File: config.mk
export PLATFORM = sky130hd
export DESIGN_NAME = data_mem_responder
export DESIGN_NICKNAME = d
export VERILOG_FILES = /design/src/rtl/data_mem_responder.sv
export SDC_FILE = /design/constraint.sdc
export NUM_CORES = 2
export LEC_CHECK = 0
export ABC_CLOCK_PERIOD_IN_PS = 4300
export CAP_MARGIN = 25
export CORE_ASPECT_RATIO = 1.75
export CORE_MARGIN = 2
export CORE_UTILIZATION = 55
export CTS_CLUSTER_SIZE = 25
export DETAILED_ROUTE_END_ITERATION = 10
export HOLD_SLACK_MARGIN = 0.02
export PLACE_DENSITY_LB_ADDON = 0.05
export SETUP_SLACK_MARGIN = 0.02
export SLEW_MARGIN = 20
export SYNTH_ARGS = -nofsm -noshare
export SYNTH_HDL_FRONTEND = slang
export SYNTH_SLANG_ARGS = --single-unit
File: constraint.sdc
create_clock -name clk -period 4.3 [get_ports clk]
set_clock_uncertainty 0.2 [all_clocks]
set_input_delay 0.86 -clock clk [delete_from_list [all_inputs] [get_ports clk]]
set_output_delay 0.86 -clock clk [all_outputs]
set_load 0.005 [all_outputs]
File: src/rtl/data_mem_responder.sv
// Word-RAM responder for the CPU load/store port: one outstanding request,
// serviced after LATENCY cycles and returned over a valid/ready response channel.
module data_mem_responder #(
  parameter int DEPTH   = 64,
  parameter int LATENCY = 2
) (
  input  logic        clk,
  input  logic        rst,
  input  logic        req_valid,
  output logic        req_ready,
  input  logic        req_we,
  input  logic [31:0] req_addr,
  input  logic [31:0] req_wdata,
  input  logic [3:0]  req_wstrb,
  output logic        resp_valid,
  input  logic        resp_ready,
  output logic [31:0] resp_rdata,
  output logic        resp_err
);

  localparam int AW = $clog2(DEPTH);
  localparam logic [3:0] CNT_INIT = (LATENCY > 1) ? 4'(LATENCY - 2) : 4'd0;

  typedef enum logic [1:0] {IDLE, WAIT, RESP} state_t;

  state_t      state, state_nxt;
  logic [3:0]  cnt, cnt_nxt;
  logic        commit;

  logic        we_q;
  logic [31:0] addr_q, wdata_q;
  logic [3:0]  wstrb_q;

  logic        c_we;
  logic [31:0] c_addr, c_wdata;
  logic [3:0]  c_wstrb;
  logic        c_err;
  logic [AW-1:0] c_idx;

  logic [31:0] mem [DEPTH];

  // With LATENCY=1 the commit happens on the accept edge, so the live
  // request fields are used instead of the captured ones.
  always_comb begin
    state_nxt = state;
    cnt_nxt   = cnt;
    commit    = 1'b0;
    c_we      = we_q;
    c_addr    = addr_q;
    c_wdata   = wdata_q;
    c_wstrb   = wstrb_q;
    case (state)
      IDLE: begin
        c_we    = req_we;
        c_addr  = req_addr;
        c_wdata = req_wdata;
        c_wstrb = req_wstrb;
        if (req_valid) begin
          if (LATENCY == 1) begin
            commit    = 1'b1;
            state_nxt = RESP;
          end else begin
            cnt_nxt   = CNT_INIT;
            state_nxt = WAIT;
          end
        end
      end
      WAIT: begin
        if (cnt != 4'd0) begin
          cnt_nxt = cnt - 4'd1;
        end else begin
          commit    = 1'b1;
          state_nxt = RESP;
        end
      end
      RESP: begin
        if (resp_ready) state_nxt = IDLE;
      end
      default: state_nxt = IDLE;
    endcase
  end

  assign c_err = (c_addr[1:0] != 2'b00) || (c_addr[31:2] >= 30'(DEPTH));
  assign c_idx = c_addr[AW+1:2];

  always_ff @(posedge clk) begin
    if (!rst) begin
      state      <= IDLE;
      cnt        <= 4'd0;
      req_ready  <= 1'b1;
      resp_valid <= 1'b0;
      resp_rdata <= 32'd0;
      resp_err   <= 1'b0;
    end else begin
      state      <= state_nxt;
      cnt        <= cnt_nxt;
      req_ready  <= (state_nxt == IDLE);
      resp_valid <= (state_nxt == RESP);
      if (commit) begin
        resp_rdata <= (!c_err && !c_we) ? mem[c_idx] : 32'd0;
        resp_err   <= c_err;
      end else if (state == RESP && resp_ready) begin
        resp_rdata <= 32'd0;
        resp_err   <= 1'b0;
      end
    end
  end

  // Request fields are data only; they need no reset.
  always_ff @(posedge clk) begin
    if (state == IDLE && req_valid) begin
      we_q    <= req_we;
      addr_q  <= req_addr;
      wdata_q <= req_wdata;
      wstrb_q <= req_wstrb;
    end
  end

  // A reset on the commit edge suppresses the store.
  always_ff @(posedge clk) begin
    if (rst && commit && c_we && !c_err) begin
      for (int b = 0; b < 4; b++) begin
        if (c_wstrb[b]) mem[c_idx][8*b +: 8] <= c_wdata[8*b +: 8];
      end
    end
  end

endmodule

==> results_dict.tcl <==
set metrics [dict create \
    status "completed" \
    relSlewSlack_pct 32.7 \
    grt_pass1_vias 53429 \
    peakVddDrop_mv 0.447 \
    setup_ws_ns 0.235 \
    die_h_um 516 \
    path_class "flop to flop" \
    clkSinkCount 2158 \
    die_x_um 297 \
    place.port_buffers 107 \
    p_leak_nw 33.2 \
    drc 0 \
    die_area_um2 153000 \
    setup_viol 0 \
    num_rows 188 \
    grt_use_total_pct 33.3 \
    place.gp.congestion 0.889 \
    hold_violations 0 \
    required_ns 4.62 \
    tightest_slew_ns 1.01 \
    slew_violations 0 \
    drt_first_pass_iters 6 \
    dp_hpwl_um 169000 \
    cts_tree "yes" \
    max_freq_ghz 0.246 \
    grt_pass1_wl_um 367000 \
    arrival_ns 4.39 \
    post_drt_wl_per_cell_um 30.1 \
    rsz0062_at_grt "no" \
    pre_cts_ws_ns -0.374 \
    postCtsSetupBuffers 0 \
    antenna_found_initial 5 \
    area_growth_pct 19.2 \
    postRouteAntennaNets 0 \
    synth_cell_types 66 \
    cts_made_buffers 185 \
    power_density_nw_per_um2 466 \
    postSynthCellCount 5626 \
    start_util_pct 55.2 \
    grt_start_max_net_pins 65 \
    fin_total_pwr_mw 45.8 \
    core-area_um2 149000 \
    cts-root-buf "clkbuf_16" \
    synth_top_flop_cell "edfxtp_1" \
    finalWirelength_um 256000 \
    viasPerCell 6.31 \
    avgSynthCellArea_um2 14.7 \
    postCtsHoldBufs 0 \
    min_period_over_period_pct 94.5 \
    worstSetupStartpointType "flop" \
    synth_warnings 0 \
    synth_edf_count 2117 \
    drive_above_1_share_pct 18.4 \
    clk_pin_slew_ns 0.07 \
    async_flop_share_pct 0 \
    synth_seq_area_share_pct 78.1 \
    pin_count 108 \
    endpoint_kind "flop" \
    insertion_delay_ns 0.84 \
    htree_levels 4 \
    num_vias 53831 \
    syn_area_um2 82500 \
    ys_seq_elements 2158 \
    clockBufferDepth 3 \
    path_max_fanout 22 \
    cts_resized 0 \
    period_minus_slack_ns 4.07 \
    drt_iter0_markers 6256 \
    gr-total-overflow 0 \
    hold_ws_ns 0.240 \
    hold_class "flop to flop" \
    max_cap_viol_count 0 \
    nNetsFinal 6443 \
    synth_nets 5701 \
]
## critical path, stage by stage, from the launching register on
cell	delay [ns]
dfxtp_1	0.32
buf_4	0.21
nor2_4	0.20
buf_4	0.36
mux2i_1	0.65
and2_1	0.57
buf_4	0.28
nand2_1	0.20
buf_4	0.27
nor2_1	0.23
buf_4	0.25
## power breakdown
group	internal, mW	switching, mW	total [mW]	leakage (nW)
sequential	23.6	0.0193	23.6	19.4
combinational	1.45	3.44	4.89	10.7
clock	9.67	7.63	17.3	3.07
## cell usage after synthesis, types with 11 or more instances
cell type / n / area share (%)
o22ai_1: 379 / 2.9
or4_1: 12 / 0.11
buf_1: 76 / 0.35
nand3_1: 308 / 1.9
a21oi_1: 113 / 0.69
nor4_1: 63 / 0.48
nor2_1: 229 / 1.0
a32oi_1: 81 / 0.86
nor3_1: 250 / 1.5
clkbuf_1: 116 / 0.53
a31oi_1: 170 / 1.3
a22o_1: 23 / 0.24
o21ai_0: 53 / 0.32
nand2_1: 1075 / 4.9
edfxtp_1: 2117 / 77
nor2b_1: 11 / 0.083
a32o_1: 17 / 0.21
mux2i_1: 127 / 1.5
o221ai_1: 34 / 0.36
buf_4: 34 / 0.31
a22oi_1: 12 / 0.11
buf_2: 159 / 0.96
dfxtp_1: 41 / 1.0
## sequential cells by signal, summed over array words and instances, names as in the netlist
register	count
mem	2048
addr_q	32
resp_rdata	32
wdata_q	32
cnt	4
wstrb_q	4
state	2
req_ready	1
resp_err	1
resp_valid	1
we_q	1
## kinds of logic after synthesis
group	synth area share (%)
buf+inv	2.23
fa+ha+maj	0.0303
xor+xnor	0.0212
compound gates	7.67
simple gates	10.4
mux	1.60
flops	78.1
## metal layers
metal	up-vias	wire length (µm)	GRT usage, %
met1	27247	90400	40.1
met5	-	9	0
li1	23218	-	-
met3	648	20200	5.10
met2	2716	130000	58.0
met4	2	15400	17.7
## final cells by class
type | instances | area, µm²
Clock buffer | 230 | 5000
Sequential cell | 2158 | 64400
Multi-Input combinational cell | 3075 | 16500
Tap cell | 1995 | 2500
Timing Repair Buffer | 945 | 8660
Fill cell | 10810 | 51100
Inverter | 3 | 11.3
Antenna cell | 4 | 10.0
Clock inverter | 119 | 1230
## worst paths after layout
kind              cells after the start                           to  slack [ns]                        start
setup / recovery                     10        mem[41][17]$_DFFE_PP_        0.23          state[0]$_SDFF_PN0_
hold / removal                        2  resp_rdata[25]$_SDFFE_PN0P_        0.24  resp_rdata[25]$_SDFFE_PN0P_
setup reg to reg                     10        mem[41][17]$_DFFE_PP_        0.23          state[0]$_SDFF_PN0_
hold reg to reg                       2  resp_rdata[25]$_SDFFE_PN0P_        0.24  resp_rdata[25]$_SDFFE_PN0P_
## metrics by stage
| step | TNS, ns | cell area, µm² | util, % | cells |
|---|---|---|---|---|
| 2_1_floorplan | 0 | 82500 | - | 5626 |
| 3_3_place_gp | -6.80 | 92000 | 61.6 | 8174 |
| 3_5_place_dp | -6.90 | 92100 | 61.6 | 8175 |
| 4_1_cts | 0 | 98300 | 65.8 | 8524 |
| 5_1_grt | 0 | 98300 | 65.8 | 8526 |
| 6_report | 0 | 98300 | 65.8 | 8529 |
## cells in the final DEF (no fill, tap or decap), drive strengths merged, types with 41 or more instances in the layout
master	n
mux2i	128
clkinv	82
dfxtp	41
clkdlybuf4s50	107
nand3	309
nor2	229
a31oi	170
nor4	64
o21ai	57
buf	838
nand2	1075
a32oi	82
clkbuf	230
nor3	252
a21oi	113
o22ai	379
edfxtp	2117
No activity file was read; power rests on OpenSTA's default activity.
